===== src/rtl/dotmatrix_scan_ctrl.sv =====
// Dot-matrix LED scan controller.
// Double-buffered frame store (front bank displayed, back bank written), row
// multiplexing with an anti-ghosting blank at the start of every row slot, and
// a per-frame brightness duty. Banks are swapped only at a frame boundary so a
// frame is never displayed half old and half new.
module dotmatrix_scan_ctrl #(
  parameter int ROWS          = 8,
  parameter int COLS          = 8,
  parameter int SCAN_DIV      = 22500,
  parameter int BLANK_CYC     = 16,
  parameter int SCAN_ACT_HIGH = 1,
  parameter int DATA_ACT_LOW  = 1
) (
  input  logic                    CLK,
  input  logic                    RESET,
  input  logic                    enable,
  input  logic                    wr_en,
  input  logic [$clog2(ROWS)-1:0] wr_addr,
  input  logic [COLS-1:0]         wr_data,
  input  logic                    swap_req,
  input  logic [3:0]              brightness,
  output logic                    swap_ack,
  output logic                    frame_start,
  output logic [ROWS-1:0]         Scan_LED,
  output logic [COLS-1:0]         Data_LED
);

  localparam int CW   = $clog2(SCAN_DIV);
  localparam int AW   = $clog2(ROWS);
  localparam int STEP = (SCAN_DIV - BLANK_CYC) / 16;

  localparam logic [CW-1:0] CNT_LAST = CW'(SCAN_DIV - 1);
  localparam logic [CW-1:0] CNT_ONE  = CW'(1);
  localparam logic [AW-1:0] ROW_LAST = AW'(ROWS - 1);
  localparam logic [AW-1:0] ROW_ONE  = AW'(1);
  localparam logic [31:0]   BLANK_U  = 32'(BLANK_CYC);
  localparam logic [31:0]   STEP_U   = 32'(STEP);
  localparam logic [31:0]   ROWS_U   = 32'(ROWS);

  // Polarity masks: XOR with these turns a "1 = asserted / lit" view into pin levels.
  localparam logic            SCAN_INV  = (SCAN_ACT_HIGH == 0);
  localparam logic            DATA_INV  = (DATA_ACT_LOW != 0);
  localparam logic [ROWS-1:0] SCAN_IDLE = {ROWS{SCAN_INV}};
  localparam logic [COLS-1:0] DATA_IDLE = {COLS{DATA_INV}};

  typedef enum logic [1:0] {
    PH_BLANK = 2'd0,
    PH_ON    = 2'd1,
    PH_OFF   = 2'd2
  } phase_t;

  logic [CW-1:0]   cnt_r;
  logic [AW-1:0]   row_r;
  logic            front_sel_r;
  logic            pending_r;
  logic [3:0]      bl_r;
  logic [COLS-1:0] bank0_r [ROWS];
  logic [COLS-1:0] bank1_r [ROWS];

  logic            frame_first_s;
  logic            frame_last_s;
  logic [3:0]      bl_eff_s;
  logic [31:0]     cnt_ext_s;
  logic [31:0]     on_len_s;
  phase_t          phase_s;
  logic [COLS-1:0] row_data_s;
  logic [ROWS-1:0] row_onehot_s;
  logic            wr_ok_s;

  assign frame_first_s = enable && (cnt_r == {CW{1'b0}}) && (row_r == {AW{1'b0}});
  assign frame_last_s  = enable && (cnt_r == CNT_LAST) && (row_r == ROW_LAST);
  assign cnt_ext_s     = {{(32-CW){1'b0}}, cnt_r};
  assign row_onehot_s  = {{(ROWS-1){1'b0}}, 1'b1} << row_r;
  assign wr_ok_s       = ({{(32-AW){1'b0}}, wr_addr} < ROWS_U);

  // Brightness in force for this cycle: the frame's first cycle already uses the newly latched value.
  always_comb begin
    bl_eff_s = bl_r;
    if (frame_first_s) begin
      bl_eff_s = brightness;
    end else begin
      bl_eff_s = bl_r;
    end
  end

  // Classify the current slot cycle as blank, lit or dark.
  always_comb begin
    on_len_s = {28'd0, bl_eff_s} * STEP_U;
    phase_s  = PH_BLANK;
    if (!enable) begin
      phase_s = PH_BLANK;
    end else if (cnt_ext_s < BLANK_U) begin
      phase_s = PH_BLANK;
    end else if ((cnt_ext_s - BLANK_U) < on_len_s) begin
      phase_s = PH_ON;
    end else begin
      phase_s = PH_OFF;
    end
  end

  // Fetch the displayed row from whichever bank is currently in front.
  always_comb begin
    row_data_s = {COLS{1'b0}};
    if (front_sel_r) begin
      row_data_s = bank1_r[row_r];
    end else begin
      row_data_s = bank0_r[row_r];
    end
  end

  // Slot counter, row index, brightness latch, swap handshake and frame pulse.
  always_ff @(posedge CLK) begin
    if (RESET) begin
      cnt_r       <= {CW{1'b0}};
      row_r       <= {AW{1'b0}};
      front_sel_r <= 1'b0;
      pending_r   <= 1'b0;
      bl_r        <= 4'd0;
      swap_ack    <= 1'b0;
      frame_start <= 1'b0;
    end else begin
      frame_start <= frame_first_s;
      swap_ack    <= 1'b0;
      if (frame_first_s) begin
        bl_r <= brightness;
      end
      if (!enable) begin
        cnt_r <= {CW{1'b0}};
        row_r <= {AW{1'b0}};
      end else if (cnt_r == CNT_LAST) begin
        cnt_r <= {CW{1'b0}};
        if (row_r == ROW_LAST) begin
          row_r <= {AW{1'b0}};
        end else begin
          row_r <= row_r + ROW_ONE;
        end
      end else begin
        cnt_r <= cnt_r + CNT_ONE;
      end
      // A request arriving on the wrap cycle itself is honoured immediately.
      if (frame_last_s && (pending_r || swap_req)) begin
        front_sel_r <= ~front_sel_r;
        pending_r   <= 1'b0;
        swap_ack    <= 1'b1;
      end else if (swap_req) begin
        pending_r <= 1'b1;
      end
    end
  end

  // Back-bank row writes; contents survive reset, writes are held off while it is asserted.
  always_ff @(posedge CLK) begin
    if (!RESET && wr_en && wr_ok_s) begin
      if (front_sel_r) begin
        bank0_r[wr_addr] <= wr_data;
      end else begin
        bank1_r[wr_addr] <= wr_data;
      end
    end
  end

  // Registered pin drive: lit row during ON, everything released otherwise.
  always_ff @(posedge CLK) begin
    if (RESET) begin
      Scan_LED <= SCAN_IDLE;
      Data_LED <= DATA_IDLE;
    end else begin
      case (phase_s)
        PH_ON: begin
          Scan_LED <= row_onehot_s ^ SCAN_IDLE;
          Data_LED <= row_data_s ^ DATA_IDLE;
        end
        PH_BLANK, PH_OFF: begin
          Scan_LED <= SCAN_IDLE;
          Data_LED <= DATA_IDLE;
        end
        default: begin
          Scan_LED <= SCAN_IDLE;
          Data_LED <= DATA_IDLE;
        end
      endcase
    end
  end

endmodule


===== config.mk =====
export PLATFORM = sky130hd
export DESIGN_NAME = dotmatrix_scan_ctrl
export DESIGN_NICKNAME = d
export VERILOG_FILES = /design/src/rtl/dotmatrix_scan_ctrl.sv
export SDC_FILE = /design/constraint.sdc
export NUM_CORES = 1
export LEC_CHECK = 0
export CAP_MARGIN = 20
export CORE_ASPECT_RATIO = 0.9
export CORE_UTILIZATION = 50
export CTS_BUF_LIST = sky130_fd_sc_hd__clkbuf_8
export DETAILED_ROUTE_END_ITERATION = 7
export PLACE_DENSITY = 0.72
export SLEW_MARGIN = 40
export SYNTH_ARGS = -nofsm -noshare
export SYNTH_HDL_FRONTEND = slang
export SYNTH_SLANG_ARGS = --single-unit

===== constraint.sdc =====
create_clock -name CLK -period 7.82 [get_ports CLK]
set_clock_uncertainty 0.05 [all_clocks]
set_input_delay 1.173 -clock CLK [delete_from_list [all_inputs] [get_ports CLK]]
set_output_delay 1.173 -clock CLK [all_outputs]
set_load 0.05 [all_outputs]

**Yosys cells after proc, flatten, opt, wreduce, memory -nomap -nowiden**

Memories as Yosys holds them, arrays and structs flattened. A register that Yosys moved wholly into a read port is not among the register bits.
Index checks and enable logic that the tools add are counted.
W data, S select, Z words.

- Add/subtract/negate cells: 3
- $mul: 1
- Order comparisons: 2
- Equal/unequal tests: 3
- Shift operators: 1
- Muxes and demuxes: 17
- Bitwise logic cells: 4
- Reduce and logical (&&, ||, !) cells: 14

Operator list:

| operator | number |
|---|---|
| $lt A32 B15 Y1 | 1 |
| $sub A15 B5 Y16 const B | 1 |
| $add A15 B1 Y15 const B | 1 |
| $eq A15 B15 Y1 const B | 1 |
| $logic_not A15 Y1 | 1 |
| $lt A15 B5 Y1 const B | 1 |
| $mul A4 B11 Y15 const B | 1 |
| $mux W3 | 5 |
| $mux W8 | 1 |
| $not A8 Y8 | 1 |
| $shl A1 B3 Y8 const A | 1 |
| $mux W1 | 7 |
| $logic_and A1 B1 Y1 | 6 |
| $mux W2 | 3 |
| $reduce_or A2 Y1 | 3 |
| $mux W4 | 1 |
| $add A3 B1 Y3 const B | 1 |
| $eq A3 B3 Y1 const B | 1 |
| $logic_not A3 Y1 | 1 |
| $not A1 Y1 | 3 |
| $reduce_or A3 Y1 | 1 |
| $eq A2 B1 Y1 const B | 1 |
| $logic_not A1 Y1 | 1 |
| $logic_or A1 B1 Y1 | 1 |

- Bits in registers: 42
- Memory bits (writable): 128
- Input port bits: 20
- Output and inout port bits: 18
- Word-level logic and storage cells: 56
- Memories kept: 2

Memories:

| memory | words | width | rd ports | clocked after memory_dff | write ports | RTL line | RTL |
|---|---|---|---|---|---|---|---|
| bank0_r | 8 | 8 | 1 | 1 | 1 | 57 | `logic [COLS-1:0] bank0_r [ROWS];` |
| bank1_r | 8 | 8 | 1 | 1 | 1 | 58 | `logic [COLS-1:0] bank1_r [ROWS];` |

**Logic depth before layout (Yosys ltp)**

Gate-level depths: netlist of the first run.

- Word-level depth: 12
- Gate-level depth with buffers: 24
- Mapped depth without buffers: 22

**Worst setup path after synthesis of the first run**

Ideal clock, no wire load.

- Kind: input to register
- Start: input enable
- End: register Data_LED[0]
- Library setup time: 124 ps
- Data arrival time: 6407 ps
- Required time: 7646 ps
- Slack: 1239 ps
- Stages on the path: 21
- Path buffers: 2
- Path through: or4b_1 or4_4 buf_6 mux2i_1 inv_1 fa_1 inv_1 fa_1 inv_1 ha_1 nor2b_1 o31ai_1 a21oi_1 a41oi_1 xor2_1 ha_1 a21o_1 a211oi_1 nand4_1 buf_2 a2111o_1

- Longest elaborated chain between the ends: 11

RTL lines:

| element | RTL line | RTL |
|---|---|---|
| from (decl) | 16 | `input logic enable,` |
| $logic_and A1 B1 Y1 (2 in series) | 70 | `assign frame_first_s = enable && (cnt_r == {CW{1'b0}}) && (row_r == {AW{1'b0}});` |
| $mux W4 | n/a |  |
| net bl_eff_s[1] | 62 | `logic [3:0] bl_eff_s;` |
| $mul A4 B11 Y15 | 88 | `on_len_s = {28'd0, bl_eff_s} * STEP_U;` |
| $lt A32 B15 Y1 | 94 | `end else if ((cnt_ext_s - BLANK_U) < on_len_s) begin` |
| $mux W2 | 94 |  |
| $mux W2 | 92 | `end else if (cnt_ext_s < BLANK_U) begin` |
| $mux W2 | 90 | `if (!enable) begin` |
| $eq A2 B1 Y1 | 168 | `case (phase_s)` |
| $not A1 Y1 (no source line) | n/a |  |
| $reduce_or A2 Y1 (no source line) | n/a |  |
| to (signal assigned) | 171 | `Data_LED <= row_data_s ^ DATA_IDLE;` |
| to (decl) | 25 | `output logic [COLS-1:0] Data_LED` |

The timed path passes the listed nets, and every way through them passes these cells.
A chain may end at the register's enable or synchronous reset.

**Final worst setup path of the first run**

- Start: input enable
- End: register Scan_LED[1]

- Longest elaborated chain between the ends: 11

RTL lines:

| element | RTL line | RTL |
|---|---|---|
| $logic_and A1 B1 Y1 (2 in series) | 70 |  |
| $mux W4 | n/a |  |
| net bl_eff_s[2] | 62 |  |
| $mul A4 B11 Y15 | 88 |  |
| $lt A32 B15 Y1 | 94 |  |
| $mux W2 | 94 |  |
| $mux W2 | 92 |  |
| $mux W2 | 90 |  |
| $eq A2 B1 Y1 | 168 |  |
| $not A1 Y1 (no source line) | n/a |  |
| $reduce_or A2 Y1 (no source line) | n/a |  |
| to (signal assigned) | 170 | `Scan_LED <= row_onehot_s ^ SCAN_IDLE;` |
| to (decl) | 24 | `output logic [ROWS-1:0] Scan_LED,` |

The timed path passes the listed nets, and every way through them passes these cells.

==> results of run 1 <==
## layer usage
metal	vias up	share of wire [%]	track usage (%)
met5	-	0	0
met3	15	4.8	4.58
met2	129	49	33.4
met4	0	1.2	5.83
li1	2176	-	-
met1	2267	45	26.0
## flip-flops by register name, summed over array words and instances (netlist names), named ones only
signal and count:
bank0_r 64, bank1_r 64, cnt_r 15, Data_LED 8, Scan_LED 8, bl_r 4
row_r 3, frame_start 1, front_sel_r 1, pending_r 1, swap_ack 1
## per-stage QoR
stage          cells  worst slack, ps  area, um2  util (%)  power, mW
2_1_floorplan    551             1240       7960         -       1.19
6_report         809              531       8900      57.5       1.79
4_1_cts          809              466       8890      57.4       1.80
3_5_place_dp     777             47.2       8550      55.2       1.26
3_3_place_gp     777              265       8530      55.1       1.25
5_1_grt          809              135       8900      57.5       1.87
## area by class of cell
class	count	area, um2	share of cell area [%]
clock buffers	17	234	2.63
inverters	30	113	1.26
well taps	202	253	2.84
repair buffers	45	430	4.83
clock inverters	15	114	1.28
flip-flops and latches	173	4750	53.3
multi-input cells	327	3010	33.8
## Yosys cell counts (3+ instances only)
cell type and number:
fa_1 8, xnor2_1 17, edfxtp_1 128, nor2b_1 11
or4_1 5, dfxtp_1 45, nor4_1 7, inv_1 30
nand3_1 10, or3_1 7, mux4_2 32, nor2_1 44
nand2b_1 8, mux2i_1 10, buf_2 6, ha_1 43
clkbuf_1 9, xor2_1 12, nand2_1 21, o21ai_0 4
a21oi_1 17, nand4_1 5, o31ai_1 4, a211oi_1 9
nor3_1 16, a2111o_1 8, nand3b_1 3, buf_6 4
## worst max-delay path, stage by stage
cell and delay (ps):
clkdlybuf4s50_1 530, or4b_1 490, or4_4 570, mux2_2 380, fa_1 600, inv_1 100, fa_1 500, inv_1 40
ha_1 340, nor2b_1 170, o31ai_1 270, a21oi_1 160, a41oi_1 280, xor2_1 180, ha_1 260, a21o_1 190
a211oi_1 240, nand4_1 480, buf_4 360, nor4_1 260
## cell families (layout without fill, tap and decap cells)
family,after synthesis,in the layout,synth area share [%]
adder cells (fa/ha/maj),51,51,8.77
buffers and inverters,51,107,2.88
XOR/XNOR,29,29,3.19
AO/OA/AOI/OAI,52,52,5.00
multiplexers,44,44,10.6
AND/OR/NAND/NOR,151,151,9.99
flip-flops,173,173,59.6
## power groups by stage
stage	Sequential, mW	Combinational (mW)	Clock (mW)
2_1_floorplan	1.02	0.170	0
3_3_place_gp	1.02	0.235	0
3_5_place_dp	1.02	0.242	0
4_1_cts	0.995	0.243	0.565
5_1_grt	0.996	0.276	0.599
6_report	0.995	0.242	0.552
## worst max-delay path by stage
stage / slack, ps / depth (start not counted) / to
CTS: 470 / 20 / Scan_LED[1]
floorplan: 1240 / 21 / Data_LED[0]
detailed placement: 50 / 20 / Scan_LED[1]
finish: 530 / 20 / Scan_LED[1]
global placement: 260 / 20 / Scan_LED[3]
global route: 130 / 21 / Scan_LED[1]
==> qor.yml, run 1 <==
drt-total-wl_um: 15100
max_slew_margin_pct: 43.5
start_util_pct: 51.4
r2r-start: "cnt_r[9]"
r2r_slack_ps: 1240
cap_violations: 0
synth_flop_cell: "edfxtp_1"
fmax_mhz: 137
synth-edff-count: 128
p_int_mw: 1.32
drt_iter0_markers: 327
leakage_nw: 3.00
swShare_pct: 26.2
dieArea_mm2: 0.0164
setup.worst_path.start: "enable"
syn-num-nets: 622
dp_hpwl_um: 10700
clk_latency_ps: 450
netlist_area_mm2: 0.00796
wire_per_inst_um: 18.7
post_cts_resized: 0
ir_worst_vdd_mv: 0.151
powerDensity_mw_per_mm2: 201
min_from: "cnt_r[0]"
vias: 4587
pwr-share-clk_pct: 30.9
hold_viol: 0
yosysTopAreaCell: "edfxtp_1"
grt_antenna_before_repair: 0
grt.overflow.total: 0
min_path_cells: 1
startpoint_type: "input port"
combPwrFrac_pct: 13.5
layout_common_cells: "edfxtp_1 (128), dfxtp_1 (43), ha_1 (43)"
timing.final.crit_period_ps: 7290
crit_fanout: 9
grt_pass1_wl_um: 24200
tritoncts: "yes"
layout.nets: 665
cts.reportedPaths.clkPinSlew_ps: 80
synth_area_per_cell_um2: 14.5
rr_worst_depth: 19
viasPerCell: 5.67
worstMarginPinSlew_ps: 846
num_rows: 43
dieHeight_um: 122
status: "finished, final reports clean"
grt_max_degree: 33
hold_class: "reg2reg"
io_pins: 38
timing.hold.ws_ps: 454
tns_ps: 0
grt_use_total_pct: 19.9
clock_sinks: 173
switchingPower_uw: 468
path_class: "in2reg"
fin_crit_sh_pct: 93.2
synthArstFlopShare_pct: 0
synth_area_leaders: "edfxtp_1 (48%), dfxtp_1 (11%), mux4_2 (9.1%), ha_1 (6.8%), nor2_1 (2.1%)"
cts_max_level: 4
clk_path_buf_depth: 2
postCtsHoldBufs: 0
firstDrtPassIters: 5
ys_ff_latch: 173
grt_pass1_vias: 4644
syn_inst: 551
maxSlewViolCount: 0
fillerInstances: 1214
drive_above_1_share_pct: 14.8
area_growth_pct: 11.8
portBuffers: 37
power.share.sequential_pct: 55.6
rsz0062_at_grt: "false"
hold_end: "cnt_r[0]"
cts_buffers: 17
place.gp.congestion: 0.889
drc: 0
cts_setup_buffers: 0
cp.required_ps: 8110
r2r-end: "Scan_LED[1]"
yosys.area.top_type_share_pct: 48.3
postRouteAntennaNets: 0
clockRootBuffer: "clkbuf_8"
crit_path_end_kind: "flop"
synth_warnings: 0
core_area_mm2: 0.0155
ys_seq_area_share_pct: 59.6
critical_path_arrival_ps: 7580
fp.dieW_um: 135
diodes: 0
mostFrequentLayoutCell: "edfxtp_1"
setup_viol: 0
yosys.cell_types.count: 50
Power figures use the tool's default switching activity.
==> run 2: changes to the inputs <==
--- a/config.mk
+++ b/config.mk
@@ -7,6 +7,7 @@
 export LEC_CHECK = 0
 export CAP_MARGIN = 20
 export CORE_ASPECT_RATIO = 0.9
+export CORE_MARGIN = 2
 export CORE_UTILIZATION = 50
 export CTS_BUF_LIST = sky130_fd_sc_hd__clkbuf_8
 export DETAILED_ROUTE_END_ITERATION = 7
==> qor.yml, run 2 (same netlist as run 1, synthesis figures left out) <==
maxSlewViolCount: 0
rsz0062_at_grt: "false"
clk_path_buf_depth: 2
crit_fanout: 9
critical_path_arrival_ps: 7560
cp.required_ps: 8110
area_growth_pct: 13.1
cts_setup_buffers: 0
timing.hold.ws_ps: 458
grt_max_degree: 33
powerDensity_mw_per_mm2: 215
wire_per_inst_um: 19.3
max_slew_margin_pct: 44.2
clockRootBuffer: "clkbuf_8"
cts.reportedPaths.clkPinSlew_ps: 90
grt.overflow.total: 0
hold_viol: 0
hold_class: "reg2reg"
postRouteAntennaNets: 0
place_inst: 778
start_util_pct: 51.4
timing.final.crit_period_ps: 7270
drc: 0
tritoncts: "yes"
leakage_nw: 3.06
drt-total-wl_um: 15600
diodes: 0
reg.largest.list: "bank0_r x64, bank1_r x64, cnt_r x15"
grt_pass1_vias: 4668
fmax_mhz: 138
stdcell_count: 810
cts_buffers: 17
grt_pass1_wl_um: 24600
tns_ps: 0
post_cts_resized: 0
setup_slack_ps: 551
clk_latency_ps: 460
crit_path_end_kind: "flop"
clock_sinks: 173
postCtsHoldBufs: 0
num_rows: 43
grt_use_total_pct: 19.8
drive_above_1_share_pct: 15.3
io_pins: 38
grt_antenna_before_repair: 0
layout_common_cells: "edfxtp_1 (128), dfxtp_1 (43), ha_1 (43)"
cap_violations: 0
layout.nets: 666
mostFrequentLayoutCell: "edfxtp_1"
core_area_mm2: 0.0155
firstDrtPassIters: 5
dieArea_mm2: 0.0170
startpoint_type: "input port"
dieHeight_um: 124
drt_iter0_markers: 313
placed_area_mm2: 0.00856
vias: 4603
ir_worst_vdd_mv: 0.144
final_area_mm2: 0.00901
fp.dieW_um: 137
place_ws_ps: 123
path_class: "in2reg"
status: "finished, final reports clean"
portBuffers: 37
viasPerCell: 5.68
fin_util_pct: 58.1
worstMarginPinSlew_ps: 834
place.gp.congestion: 0.891
finalPower_mw: 1.94
cts_max_level: 4
fin_crit_sh_pct: 93.0
setup_viol: 0
dp_hpwl_um: 10800
-- run 2: cell count changes in the layout (fill, tap and decap cells not counted), sizes merged --
cell      delta
bufinv       +4
inv          -1
clkinv       -1
buf          +1
clkinvlp     -2
-- run 2: power by group --
group          internal, mW  switching [mW]  total, mW
logic                 0.104           0.142      0.246
clock network         0.356           0.342      0.697
registers             0.992         0.00272      0.995
-- run 2: final timing paths --
kind / startpoint / end / slack (ps) / depth (start not counted)
setup / recovery: enable / Scan_LED[2] / 550 / 20
hold / removal: cnt_r[0] / cnt_r[0] / 460 / 1
setup reg to reg: row_r[2] / Scan_LED[2] / 1240 / 19
hold reg to reg: cnt_r[0] / cnt_r[0] / 460 / 1
-- run 2: layout make-up --
class,count,area [um2]
Fill cell,1203,6490
Sequential cell,173,4750
Multi-Input combinational cell,327,3010
Timing Repair Buffer,46,438
Tap cell,202,253
Clock buffer,17,234
Clock inverter,15,210
Inverter,30,113
-- run 2: worst max-delay path, stage by stage --
cell	delay (ps)
clkdlybuf4s50_1	510
or4b_1	490
or4_4	570
mux2_2	380
fa_1	610
inv_1	100
fa_1	500
inv_1	40
ha_1	340
nor2b_1	170
o31ai_1	260
a21oi_1	150
a41oi_1	270
xor2_1	190
ha_1	270
a21o_1	180
a211oi_1	220
nand4_1	450
buf_4	350
nor4_1	310
-- run 2: per-layer routing --
metal  part of all wire, %  wire length (um)  GRT usage, %  up-vias
met1                    45              7050          26.6     2281
met5                     0                 0             0        -
met3                   5.5               859          5.21       22
met4                   1.4               212          6.77        0
met2                    48              7480          31.4      128
li1                      -                 -             -     2172
